`src/rtl/ai_throw_sequencer.sv`:
```
// AI bowler throw sequencer: LFSR-driven dy/dx generator behind a
// req/throw/ack handshake with difficulty, ball counting and cooldown.
//
// Ports:
//   clock, reset   rising-edge clock, synchronous active-high reset
//   en, gameOver   turn active / game finished (either aborts a throw)
//   req            request next ball, sampled in IDLE only
//   mode[1:0]      difficulty, added to the table dx with saturation
//   ack            ball-motion logic consumed dy/dx
//   throw          dy/dx valid, held until ack or abort
//   dy, dx         current throw steps
//   ball_cnt[2:0]  balls completed in the current over
//   over_done      one-cycle pulse on the last ball of an over
//   busy           state is not IDLE
module ai_throw_sequencer #(
    parameter int                  LFSR_W   = 19,
    parameter logic [LFSR_W-1:0]   TAPS     = 19'h40023,
    parameter logic [LFSR_W-1:0]   SEED     = 19'h7FFFF,
    parameter int                  DW       = 4,
    parameter logic [16*DW-1:0]    DY_TABLE = 64'h2122_2212_2221_2221,
    parameter logic [16*DW-1:0]    DX_TABLE = 64'h4232_4323_4322_3342,
    parameter int                  BALLS    = 6,
    parameter int                  COOLDOWN = 3
) (
    input  logic          clock,
    input  logic          reset,
    input  logic          en,
    input  logic          gameOver,
    input  logic          req,
    input  logic [1:0]    mode,
    input  logic          ack,
    output logic          throw,
    output logic [DW-1:0] dy,
    output logic [DW-1:0] dx,
    output logic [2:0]    ball_cnt,
    output logic          over_done,
    output logic          busy
);

    localparam int CW = (COOLDOWN > 1) ? $clog2(COOLDOWN) : 1;
    localparam logic [DW+1:0] DX_MAX = (DW+2)'((1 << DW) - 1);

    typedef enum logic [1:0] {
        IDLE,
        DRAW,
        PRESENT,
        COOL
    } state_t;

    state_t            state_q, state_n;
    logic [LFSR_W-1:0] lfsr_q, lfsr_n;
    logic [DW-1:0]     dy_q, dy_n;
    logic [DW-1:0]     dx_q, dx_n;
    logic              throw_q, throw_n;
    logic [2:0]        cnt_q, cnt_n;
    logic              od_q, od_n;
    logic [CW-1:0]     cool_q, cool_n;

    logic              abort;
    logic              fb;
    logic [3:0]        idx;
    logic [DW+1:0]     dx_sum;
    logic [DW-1:0]     dx_sat;
    logic              counted;

    always_comb begin
        abort   = gameOver || !en;
        fb      = ^(lfsr_q & TAPS);
        idx     = lfsr_q[3:0];
        dx_sum  = (DW+2)'(DX_TABLE[int'(idx)*DW +: DW]) + (DW+2)'(mode);
        dx_sat  = (dx_sum > DX_MAX) ? {DW{1'b1}} : dx_sum[DW-1:0];
        // A ball is consumed only once it has actually been shown.
        counted = (state_q == PRESENT) && throw_q && ack;
    end

    always_comb begin
        state_n = state_q;
        lfsr_n  = lfsr_q;
        dy_n    = dy_q;
        dx_n    = dx_q;
        throw_n = 1'b0;
        cnt_n   = cnt_q;
        od_n    = 1'b0;
        cool_n  = cool_q;

        unique case (state_q)
            IDLE: begin
                if (en && !gameOver && req) begin
                    state_n = DRAW;
                end
            end
            DRAW: begin
                if (abort) begin
                    state_n = IDLE;
                end else begin
                    dy_n    = DY_TABLE[int'(idx)*DW +: DW];
                    dx_n    = dx_sat;
                    lfsr_n  = {lfsr_q[LFSR_W-2:0], fb};
                    state_n = PRESENT;
                end
            end
            PRESENT: begin
                if (counted) begin
                    if (cnt_q == 3'(BALLS - 1)) begin
                        cnt_n = 3'd0;
                        od_n  = 1'b1;
                    end else begin
                        cnt_n = cnt_q + 3'd1;
                    end
                end
                if (abort) begin
                    state_n = IDLE;
                end else if (counted) begin
                    if (COOLDOWN > 0) begin
                        state_n = COOL;
                        cool_n  = CW'(COOLDOWN - 1);
                    end else begin
                        state_n = IDLE;
                    end
                end else begin
                    throw_n = 1'b1;
                end
            end
            COOL: begin
                if (abort) begin
                    state_n = IDLE;
                    cool_n  = '0;
                end else if (cool_q == '0) begin
                    state_n = IDLE;
                end else begin
                    cool_n = cool_q - CW'(1);
                end
            end
            default: state_n = IDLE;
        endcase
    end

    always_ff @(posedge clock) begin
        if (reset) begin
            state_q <= IDLE;
            lfsr_q  <= SEED;
            dy_q    <= '0;
            dx_q    <= '0;
            throw_q <= 1'b0;
            cnt_q   <= 3'd0;
            od_q    <= 1'b0;
            cool_q  <= '0;
        end else begin
            state_q <= state_n;
            lfsr_q  <= lfsr_n;
            dy_q    <= dy_n;
            dx_q    <= dx_n;
            throw_q <= throw_n;
            cnt_q   <= cnt_n;
            od_q    <= od_n;
            cool_q  <= cool_n;
        end
    end

    assign throw     = throw_q;
    assign dy        = dy_q;
    assign dx        = dx_q;
    assign ball_cnt  = cnt_q;
    assign over_done = od_q;
    assign busy      = (state_q != IDLE);

endmodule

```
`config.mk`:
```
export PLATFORM = sky130hd
export DESIGN_NAME = ai_throw_sequencer
export DESIGN_NICKNAME = d
export VERILOG_FILES = /design/src/rtl/ai_throw_sequencer.sv
export SDC_FILE = /design/constraint.sdc
export NUM_CORES = 1
export LEC_CHECK = 0
export ABC_AREA = 1
export CELL_PAD_IN_SITES_DETAIL_PLACEMENT = 1
export CELL_PAD_IN_SITES_GLOBAL_PLACEMENT = 1
export CORE_UTILIZATION = 30
export CTS_CLUSTER_DIAMETER = 150
export CTS_CLUSTER_SIZE = 28
export DETAILED_ROUTE_END_ITERATION = 12
export GPL_TIMING_DRIVEN = 0
export HOLD_SLACK_MARGIN = 0.1
export PLACE_DENSITY = 0.68
export SLEW_MARGIN = 40
export SYNTH_ARGS = -nofsm -noshare
export SYNTH_HDL_FRONTEND = slang
export SYNTH_SLANG_ARGS = --single-unit
```
`constraint.sdc`:
```
create_clock -name clock -period 2.2 [get_ports clock]
set_input_delay 0.44 -clock clock [delete_from_list [all_inputs] [get_ports clock]]
set_output_delay 0.44 -clock clock [all_outputs]
set_load 0.1 [all_outputs]
```
### After elaboration in Yosys (flattened, before gate mapping)

Index checks and enable logic that the tools add are counted.

* bits of input ports: 8
* register bits after elaboration: 36
* word-level logic and storage cells: 61
* output and inout port bits: 14

* muxes and demuxes: 16
* bitwise gates (word level): 3
* shifts and indexed selects: 2
* eq/ne operators: 10
* order comparisons: 1
* reductions and logical operators: 18
* add/subtract/negate cells: 3

Operators with widths (number)
* $shiftx A64 B7 Y4 const A: 2
* $mux W2: 10
* $reduce_xor A19 Y1: 1
* $ne A3 B3 Y1 const B: 3
* $pmux W2 S4: 1
* $ne A2 B2 Y1 const B: 3
* $reduce_or A3 Y1: 2
* $add A4 B2 Y5: 1
* $gt A5 B4 Y1 const B: 1
* $eq A2 B2 Y1 const B: 2
* $logic_and A1 B1 Y1: 4
* $logic_not A2 Y1: 2
* $mux W4: 1
* $pmux W2 S2: 1
* $reduce_and A2 Y1: 2
* $reduce_and A4 Y1: 1
* $reduce_bool A2 Y1: 2
* $add A3 B1 Y3 const B: 1
* $eq A3 B3 Y1 const B: 1
* $mux W3: 1
* $not A1 Y1: 3
* $reduce_and A3 Y1: 1
* $eq A2 B1 Y1 const B: 1
* $logic_not A1 Y1: 2
* 3 further kinds: 4

### Logic depth before layout (Yosys ltp)

Gate-level depths: netlist (run 1).

* depth after elaboration: 6
* mapped depth: 12
* mapped depth without buffers: 12

### Worst setup path after synthesis (run 1)

Ideal clock, no wire load.

* kind: register to register
* start point: register lfsr_q[1]
* end point: register dx_q[2], in the netlist dx[2]
* required time: 2078 ps
* buffers on the path: 0
* clock period less this slack: 1955 ps
* stages on the path, launching flop included: 13
* slack: 245 ps
* arrival: 1833 ps
* setup time: 122 ps
* cell sequence: dfxtp_1 > inv_1 > ha_1 > inv_1 > o21ai_0 > a21oi_1 > a21oi_1 > ha_1 > inv_1 > fa_1 > nand3b_1 > nand2_1 > a21oi_1

* longest elaborated chain between the ends: 4

Ends and longest elaborated chain
* start, declared: RTL line 51 `logic [LFSR_W-1:0] lfsr_q, lfsr_n;`
* start signal, assigned: RTL line 150 `lfsr_q <= lfsr_n;`
* $shiftx A64 B7 Y4 *: RTL line 70 `dx_sum = (DW+2)'(DX_TABLE[int'(idx)*DW +: DW]) + (DW+2)'(mode);`
* $add A4 B2 Y5 *: RTL line 70
* $gt A5 B4 Y1: RTL line 71 `dx_sat = (dx_sum > DX_MAX) ? {DW{1'b1}} : dx_sum[DW-1:0];`
* $mux W4 *: RTL line 71
* end signal, assigned: RTL line 152 `dx_q <= dx_n;`
* end, declared: RTL line 53 `logic [DW-1:0] dx_q, dx_n;`

Mark *: on every way between the ends. The rest lies on a longest branch, timed or not.
A chain may end at the register's enable or synchronous reset.

### Final worst setup path (run 1)

Same ends and word-level chain as after synthesis.

==> results of run 1 <==
==> power by group <==
group          total [mW]  leakage, nW  internal [mW]  switching (mW)
clock               0.475       0.0482          0.252           0.222
combinational       0.138        0.643         0.0431          0.0947
sequential          0.635        0.275          0.626         0.00956
==> per-layer routing <==
| layer | vias up | share of wire [%] | wire length (um) |
|---|---|---|---|
| met3 | 7 | 4.0 | 141 |
| li1 | 739 | - | - |
| met2 | 23 | 45 | 1580 |
| met5 | - | 0 | 0 |
| met4 | 0 | 1.6 | 57 |
| met1 | 643 | 49 | 1730 |
==> flip-flops by register name (all words and copies together) (netlist names) <==
| signal | count |
|---|---|
| cool_q | 2 |
| dy | 2 |
| dx | 4 |
| lfsr_q | 19 |
| state_q | 2 |
| throw | 1 |
| over_done | 1 |
| ball_cnt | 3 |
==> cell families after synthesis <==
logic type / count (synthesis)
XOR/XNOR: 2
flip-flops: 34
AO/OA/AOI/OAI: 34
buffers and inverters: 33
other: 1
AND/OR/NAND/NOR: 100
adder cells (fa/ha/maj): 11
==> what timing repair did <==
action / CTS / global route
hold buffers: 0 / 0
resized for setup: 1 / 12
pin swaps: 0 / 2
endpoints found under the setup margin: 1 / 2
buffers inserted: 0 / 1
==> area by class of cell <==
cell class	instances	area [um^2]
fill	646	3200
multi-input combinational	149	805
sequential	34	688
timing repair buffer	20	138
inverter	24	97.6
tap	70	87.6
clock buffer	7	86.3
buffer	9	70.1
clock inverter	1	5.00
==> worst reg2reg max path, delay by kind of cell, from the launching register on <==
kind,cells,cell delay [ps]
fa+ha+maj,3,710
flops,1,370
compound gates,4,370
simple gates,2,230
buf+inv,3,200
==> per-stage QoR <==
stage | instances | hold WS, ps
2_1_floorplan | 216 | 429
3_3_place_gp | 305 | 439
3_5_place_dp | 305 | 442
4_1_cts | 313 | 464
5_1_grt | 314 | 492
6_report | 314 | 458
==> worst max-delay path by stage <==
| stage | endpoint | slack, ps | depth (start not counted) |
|---|---|---|---|
| 2_1_floorplan | dx[2] | 240 | 12 |
| 3_3_place_gp | busy | 40 | 3 |
| 3_5_place_dp | dx[2] | -4 | 12 |
| 4_1_cts | dx[2] | 3 | 12 |
| 5_1_grt | dx[2] | 50 | 12 |
| 6_report | dx[2] | 210 | 12 |
==> layout by cell type, fill, tap and decap left out, types with 2 or more instances in the layout <==
cell | netlist | layout
ha_1 | 10 | 8
buf_4 | 2 | 3
nor2_1 | 16 | 16
conb_1 | 1 | 2
clkdlybuf4s50_1 | 0 | 7
nand2_2 | 2 | 2
dfxtp_1 | 34 | 32
inv_4 | 1 | 3
inv_1 | 20 | 18
ha_2 | 0 | 2
dfxtp_4 | 0 | 2
inv_2 | 2 | 2
a21oi_1 | 15 | 15
o211ai_1 | 7 | 7
nand2_1 | 57 | 57
nor2_2 | 2 | 2
nand3_1 | 16 | 16
clkbuf_8 | 0 | 6
buf_6 | 2 | 2
clkbuf_1 | 1 | 2
o21ai_0 | 10 | 8
o21ai_1 | 1 | 3
buf_2 | 2 | 14
nor3_1 | 3 | 3
==> impl_metrics.toml, run 1 <==
[status]
status = "finished, final reports clean"

[setup_path]
r2r_slack_ps = 210
path_delay_family = "adder cells"
crit_slowest_cell = "dfxtp_4"
timing.critical_path.cells = "inv_4 -> ha_2 -> inv_1 -> o21ai_1 -> a21oi_1 -> a21oi_1 -> ha_2 -> inv_1 -> fa_2 -> nand3b_1 -> nand2_1 -> a21oi_1"
cp_common_cell = "a21oi_1"
startpoint_type = "flip-flop"
reg2reg_from = "lfsr_q[1]"
cp_data_arrival_time_ps = 2160
crit_type = "flip-flop to flip-flop"
crit_fanout = 6
reg2reg_depth = 12
regToRegEndpoint = "dx[2]"
cp.required_ps = 2380
critPathLaunch = "lfsr_q[1]"
slowest_delay_ps = 370
cp-end-kind = "flip-flop"
worst-path-buf-inv = 3

[clock_network]
cts-root-buf = "clkbuf_8"
clk_latency_ps = 290
cts-buffers-inserted = 5
cts_tree = "done"
h-tree-depth = 2
cts_buffer_depth = 2
clkTransAtPathRegs_ps = 70
cts.sinks = 34

[placement]
port_buffers = 19
dp_hpwl_um = 2620
dpl_worst_slack_ps = -3.94
routabilityCongestion = 0.756
placed_area_mm2 = 0.00186

[synthesis]
synthSimpleGateAreaFrac_pct = 26.7
synth_fa_ha_area_share_pct = 8.87
synth_xor_xnor_area_share_pct = 1.07
syn_avg_cell_area_um2 = 7.61
muxShareOfSynthArea_pct = 0
ys.flop_type = "dfxtp_1"
synth_enable_flop_cells = 0
synth_top_area_share_pct = 41.6
synth_seq_cells = 34
synth_top_family_by_area = "simple AND/OR/NAND/NOR gates"
synth_most_common_cell = "nand2_1"
synth_area_leaders = "dfxtp_1 42%, nand2_1 13%, ha_1 7.6%"
synthArstFlopShare_pct = 0
synthTopCellsByCount = "57 x nand2_1, 34 x dfxtp_1, 20 x inv_1"
ys_warn_count = 0
synth_area_leader_cell = "dfxtp_1"
synth_compound_area_share_pct = 11.6
synth.yosys.seq_area_share_pct = 41.6
synth.distinct_cells = 31
synthCells = 215
synth_area_mm2 = 0.00164

[global_route]
grt_pass1_wl_um = 6130
overflow = 0
grt_max_degree = 11
grt.total_usage_pct = 14.1
gr-usage-met1_pct = 17.5
antenna_found_initial = 0
grt_pass1_vias = 1432
top_usage_layer = "met2"
met2_usage_pct = 23.6
grt_use_met3_pct = 3.31

[drt]
drt_iter0_drc = 32
drt_wl_total_um = 3510
num_vias = 1412
ant_nets = 0
drc = 0
wl_per_cell_um = 11.2
vias_per_cell = 4.50
firstDrtPassIters = 4

[floorplan]
rows = 26
core_mm2 = 0.00517
io-pin-count = 22
die_y_um = 75.9
die_w_um = 75.9
dieArea_mm2 = 0.00575
start_util_pct = 31.6

[power_and_ir_drop]
power_density_mw_per_mm2 = 631
power.total_mw = 1.25
vdd_ir_drop_max_uv = 329
leakage_nw = 0.967

[hold_path]
hold_path_depth = 2
hold-path-endpoint = "lfsr_q[14]"
hold_class = "flip-flop to flip-flop"
holdCritStartpoint = "lfsr_q[13]"

[job]
max_cap_viol_count = 0

[timing]
clock-skew-final_ps = 8.45
finalSetupTns_ps = 0
finalHoldViolCount = 0
maxSlewViolCount = 0
finalCritPeriodShare_pct = 90.3
rsz0062_at_grt = "false"
max_freq_ghz = 0.504
min_period_ps = 1990
setup_violations = 0
finalWorstSetupSlack_ps = 214

[finish]
area_growth_pct = 20.8
antennaDiodeCount = 0
finish.utilization_pct = 38.2
nNetsFinal = 262
final_area_mm2 = 0.00198
layout-drive-gt1-share_pct = 17.6
Note: power is estimated with default switching activity, not from simulation.
==> inputs of run 2 (changes only) <==
--- a/config.mk
+++ b/config.mk
@@ -6,15 +6,16 @@
 export NUM_CORES = 1
 export LEC_CHECK = 0
 export ABC_AREA = 1
-export CELL_PAD_IN_SITES_DETAIL_PLACEMENT = 1
-export CELL_PAD_IN_SITES_GLOBAL_PLACEMENT = 1
+export CAP_MARGIN = 20
+export CELL_PAD_IN_SITES_DETAIL_PLACEMENT = 2
+export CELL_PAD_IN_SITES_GLOBAL_PLACEMENT = 2
 export CORE_UTILIZATION = 30
 export CTS_CLUSTER_DIAMETER = 150
 export CTS_CLUSTER_SIZE = 28
 export DETAILED_ROUTE_END_ITERATION = 12
 export GPL_TIMING_DRIVEN = 0
 export HOLD_SLACK_MARGIN = 0.1
-export PLACE_DENSITY = 0.68
+export PLACE_DENSITY = 0.82
 export SLEW_MARGIN = 40
 export SYNTH_ARGS = -nofsm -noshare
 export SYNTH_HDL_FRONTEND = slang
==> run 2 against run 1 <==
Against the previous run: clock skew down 3.4 ps; sequential power about the same; global-route usage up 1.9 points; register-to-register slack worse by 20 ps; critical path depth unchanged; utilization up 0.87 points; hold slack better by 9.4 ps; combinational power about the same.
==> impl_metrics.toml, run 2 (synthesis gave the netlist of run 1 again) <==
[status]
status = "finished, final reports clean"

[clock_network]
clkTransAtPathRegs_ps = 70
hold_buffers = 0
cts.sinks = 34
cts-buffers-inserted = 5
h-tree-depth = 2
clk_latency_ps = 290
cts_buffer_depth = 2
cts_tree = "done"
cts-root-buf = "clkbuf_8"

[timing]
finalSetupTns_ps = 0
min_period_ps = 2010
max_freq_ghz = 0.497
clock-skew-final_ps = 5.05
setup_violations = 0
maxSlewViolCount = 0
finalHoldWorstSlack_ps = 468
finalCritPeriodShare_pct = 91.4
rsz0062_at_grt = "false"
finalHoldViolCount = 0

[finish]
finish.utilization_pct = 39.1
area_growth_pct = 23.5
largest_reg_flops = 19
layout_commonest_cell = "nand2_1"
fillCellCount = 608
regMostFlops = "lfsr_q"
most-common-layout-cells = "56 x nand2_1, 32 x dfxtp_1, 18 x inv_1, 16 x nor2_1, 16 x nand3_1"
antennaDiodeCount = 0
final_area_mm2 = 0.00202
nNetsFinal = 261
layout-drive-gt1-share_pct = 18.5

[drt]
vias_per_cell = 4.67
wl_per_cell_um = 13.0
drt_wl_total_um = 4070
num_vias = 1462
ant_nets = 0
drt_iter0_drc = 18
drc = 0
firstDrtPassIters = 4

[setup_path]
r2r_slack_ps = 190
cp.required_ps = 2380
reg2reg_depth = 12
timing.critical_path.cells = "inv_4 -> ha_2 -> inv_1 -> o21ai_1 -> a21oi_1 -> a21oi_2 -> ha_2 -> inv_1 -> fa_2 -> nand3b_1 -> nand2_2 -> a21oi_1"
slowest_delay_ps = 370
crit_type = "flip-flop to flip-flop"
crit_slowest_cell = "dfxtp_4"
cp-end-kind = "flip-flop"
regToRegEndpoint = "dx[2]"
reg2reg_from = "lfsr_q[1]"
startpoint_type = "flip-flop"
cp_data_arrival_time_ps = 2190
crit_fanout = 6
worst-path-buf-inv = 3
path_delay_family = "adder cells"

[placement]
placed_area_mm2 = 0.00186
dp_hpwl_um = 3130
port_buffers = 19
routabilityCongestion = 0.726

[hold_path]
holdCritStartpoint = "lfsr_q[13]"
hold_path_depth = 2
hold-path-endpoint = "lfsr_q[14]"
hold_class = "flip-flop to flip-flop"

[global_route]
grt.total_usage_pct = 16.0
grt_pass1_wl_um = 6870
antenna_found_initial = 0
grt_max_degree = 13
overflow = 0
grt_pass1_vias = 1511

[floorplan]
core_mm2 = 0.00517
start_util_pct = 31.6
rows = 26
die_y_um = 75.9
io-pin-count = 22
die_w_um = 75.9
dieArea_mm2 = 0.00575

[job]
max_cap_viol_count = 0

[power_and_ir_drop]
leakage_nw = 0.981
power.total_mw = 1.47
vdd_ir_drop_max_uv = 290
power_density_mw_per_mm2 = 726
run 2: changes by cell type in the layout (fill, tap and decap cells not counted), sizes merged:
cell    change
buf         -1
clkbuf      -2
bufinv      +2
run 2: repair_timing:
| action | CTS | global route |
|---|---|---|
| pin swaps | 0 | 2 |
| hold endpoints to repair | 0 | 0 |
| setup endpoints to repair | 1 | 1 |
| gates resized for setup | 4 | 11 |
| gates cloned | 0 | 0 |
| setup buffers | 0 | 0 |
run 2: metal layers:
layer / up-vias / global-route usage, % / part of all wire (%)
li1: 736 / - / -
met4: 0 / 4.94 / 0.93
met1: 696 / 19.3 / 46
met5: - / 0 / 0
met3: 5 / 3.97 / 3.6
met2: 25 / 28.0 / 50
run 2: final cells by class:
class	count	area (um^2)	share of cell area, %
buffer	9	70.1	3.47
clock buffer	5	68.8	3.40
clock inverter	3	68.8	3.40
inverter	24	97.6	4.83
multi-input combinational	149	811	40.1
sequential	34	688	34.0
tap	70	87.6	4.33
timing repair buffer	19	130	6.44
run 2: through the flow:
step,setup WS [ps],std cells
after CTS,30.2,313
after global placement,-36.7,305
after detailed placement,-62.3,305
after global routing,38.1,313
final,190,313
after floorplan,245,216
run 2: worst max path at each step:
stage	start	to	slack, ps	depth (start not counted)
global placement	lfsr_q[1]	dx[2]	-40	12
global route	lfsr_q[1]	dx[2]	40	12
floorplan	lfsr_q[1]	dx[2]	240	12
detailed placement	lfsr_q[1]	dx[2]	-60	12
CTS	lfsr_q[1]	dx[2]	30	12
finish	lfsr_q[1]	dx[2]	190	12
run 2: tightest hold or removal path: stages (launching register included):
cell     delay, ps
dfxtp_1        330
nand2_1         60
nand3_1         50
run 2: power breakdown:
part           internal, mW  switching [mW]
combinational        0.0431          0.0977
sequential            0.625          0.0102
clock                 0.454           0.238
==> inputs of run 3 (changes only) <==
--- a/config.mk
+++ b/config.mk
@@ -9,6 +9,7 @@
 export CAP_MARGIN = 20
 export CELL_PAD_IN_SITES_DETAIL_PLACEMENT = 2
 export CELL_PAD_IN_SITES_GLOBAL_PLACEMENT = 2
+export CORE_MARGIN = 5
 export CORE_UTILIZATION = 30
 export CTS_CLUSTER_DIAMETER = 150
 export CTS_CLUSTER_SIZE = 28
==> run 3 against run 2 <==
Against the previous run: via count decreased by 0.21%; largest power group is now registers; critical path depth unchanged; first-iteration DRC count increased by 50%; count of clock-buffer cells in the layout increased by 2; global-route usage decreased by 3.2 points; utilization decreased by 0.87 points; hold slack got worse by 3.5 ps; non-clock buffer count unchanged; critical path type unchanged; critical endpoint unchanged; largest cell class unchanged.
==> impl_metrics.toml, run 3 (synthesis gave the netlist of run 1 again) <==
[finish]
regMostFlops = "lfsr_q"
layout-drive-gt1-share_pct = 18.1
finish.utilization_pct = 38.2
most-common-layout-cells = "56 x nand2_1, 31 x dfxtp_1, 18 x inv_1, 16 x nor2_1, 16 x nand3_1"
nNetsFinal = 261
fillCellCount = 628
layout_commonest_cell = "nand2_1"
antennaDiodeCount = 0
layout.cells.non_filler = 313
largest_reg_flops = 19
area_growth_pct = 21.6

[power_and_ir_drop]
p_seq_share_pct = 47.6
leakage_nw = 0.964
power.switching_uw = 331
vdd_ir_drop_max_uv = 286
intPower_mw = 1.01
power_density_mw_per_mm2 = 673
pwr-share-clk_pct = 41.8
switching_share_pct = 24.7
p_comb_share_pct = 10.6

[global_route]
antenna_found_initial = 0
grt.total_usage_pct = 12.8
overflow = 0
grt_pass1_vias = 1566
grt_max_degree = 11
grt_pass1_wl_um = 7330

[setup_path]
critPathLaunch = "lfsr_q[0]"
worst-path-buf-inv = 3
cp.required_ps = 2380
regToRegEndpoint = "dx[2]"
crit_type = "flip-flop to flip-flop"
timing.critical_path.cells = "inv_4 -> ha_1 -> inv_1 -> nand2_2 -> o21ai_0 -> a21oi_2 -> ha_2 -> inv_1 -> fa_2 -> nand3b_1 -> nand2_1 -> a21oi_1"
cp_data_arrival_time_ps = 2200
cp_common_cell = "inv_1"
reg2reg_depth = 12
cp-end-kind = "flip-flop"
reg2reg_from = "lfsr_q[0]"
startpoint_type = "flip-flop"
crit_slowest_cell = "dfxtp_4"
r2r_slack_ps = 170
slowest_delay_ps = 380
crit_fanout = 6
path_delay_family = "adder cells"

[timing]
finalCritPeriodShare_pct = 92.1
rsz0062_at_grt = "false"
finalHoldViolCount = 0
setup_violations = 0
clock-skew-final_ps = 3.77
finalWorstSetupSlack_ps = 175
max_freq_ghz = 0.494
finalSetupTns_ps = 0
maxSlewViolCount = 0
min_period_ps = 2030

[clock_network]
h-tree-depth = 2
cts-root-buf = "clkbuf_8"
cts_setup_buffers = 0
clk_latency_ps = 280
cts-buffers-inserted = 5
clkTransAtPathRegs_ps = 70
cts.sinks = 34
cts_tree = "done"
cts_buffer_depth = 2
hold_buffers = 0

[placement]
dpl_worst_slack_ps = -21.5
dp_hpwl_um = 3170
dp.cells = 305
port_buffers = 19
routabilityCongestion = 0.770

[floorplan]
start_util_pct = 31.4
io-pin-count = 22
die_w_um = 83.9
core_mm2 = 0.00520
dieArea_mm2 = 0.00703
die_y_um = 83.9
rows = 26

[job]
max_cap_viol_count = 0

[hold_path]
holdCritStartpoint = "lfsr_q[12]"
hold-path-endpoint = "lfsr_q[13]"
hold_class = "flip-flop to flip-flop"
hold_path_depth = 2

[drt]
wl_per_cell_um = 14.0
drc = 0
firstDrtPassIters = 4
ant_nets = 0
drt_iter0_drc = 27
num_vias = 1459
vias_per_cell = 4.66
drt_wl_total_um = 4380

[status]
status = "finished, final reports clean"
[run 3: layout make-up]
| cell class | instances | area (um^2) | area share [%] |
|---|---|---|---|
| flip-flops and latches | 34 | 687 | 34.5 |
| repair buffers | 19 | 130 | 6.54 |
| clock buffers | 7 | 76.3 | 3.84 |
| inverters | 24 | 97.6 | 4.91 |
| multi-input cells | 149 | 811 | 40.8 |
| plain buffers | 9 | 70.1 | 3.52 |
| well taps | 70 | 87.6 | 4.40 |
| clock inverters | 1 | 30.0 | 1.51 |
[run 3: power groups by stage]
stage / registers [mW] / logic (mW) / clock network (mW)
after floorplan: 0.668 / 0.0825 / 0
after global placement: 0.650 / 0.141 / 0
after detailed placement: 0.651 / 0.141 / 0
after CTS: 0.637 / 0.143 / 0.583
after global routing: 0.638 / 0.156 / 0.606
final: 0.637 / 0.142 / 0.560
[run 3: worst register-to-register path, cell delays in order, from the launching register on]
cell and delay (ps):
dfxtp_4 380, inv_4 80, ha_1 150, inv_1 50
nand2_2 80, o21ai_0 120, a21oi_2 180, ha_2 190
inv_1 50, fa_2 350, nand3b_1 160, nand2_1 70
a21oi_1 60
[run 3: through the flow]
step,hold slack [ps],power [mW],instance area (um^2)
global placement,445,0.791,1920
detailed placement,455,0.791,1860
global route,491,1.40,1990
finish,464,1.34,1990
floorplan,429,0.750,1640
CTS,476,1.36,1960
[run 3: what timing repair did]
item	CTS	global route
resized for setup	2	12
hold endpoints to repair	0	0
pin swaps	1	2
setup endpoints to repair	1	2
[run 3: how the worst max path moves through the flow]
stage / endpoint / depth (start not counted)
6_report: dx[2] / 12
4_1_cts: dx[2] / 11
5_1_grt: dx[2] / 12
3_5_place_dp: dx[2] / 12
2_1_floorplan: dx[2] / 12
3_3_place_gp: dx[2] / 12
[run 3: layer usage]
metal | vias to the layer above | track usage [%] | part of all wire [%]
met3 | 4 | 3.06 | 2.6
met4 | 0 | 3.51 | 0.82
met1 | 706 | 14.9 | 46
met5 | - | 0 | 0
met2 | 16 | 23.1 | 50
li1 | 733 | - | -
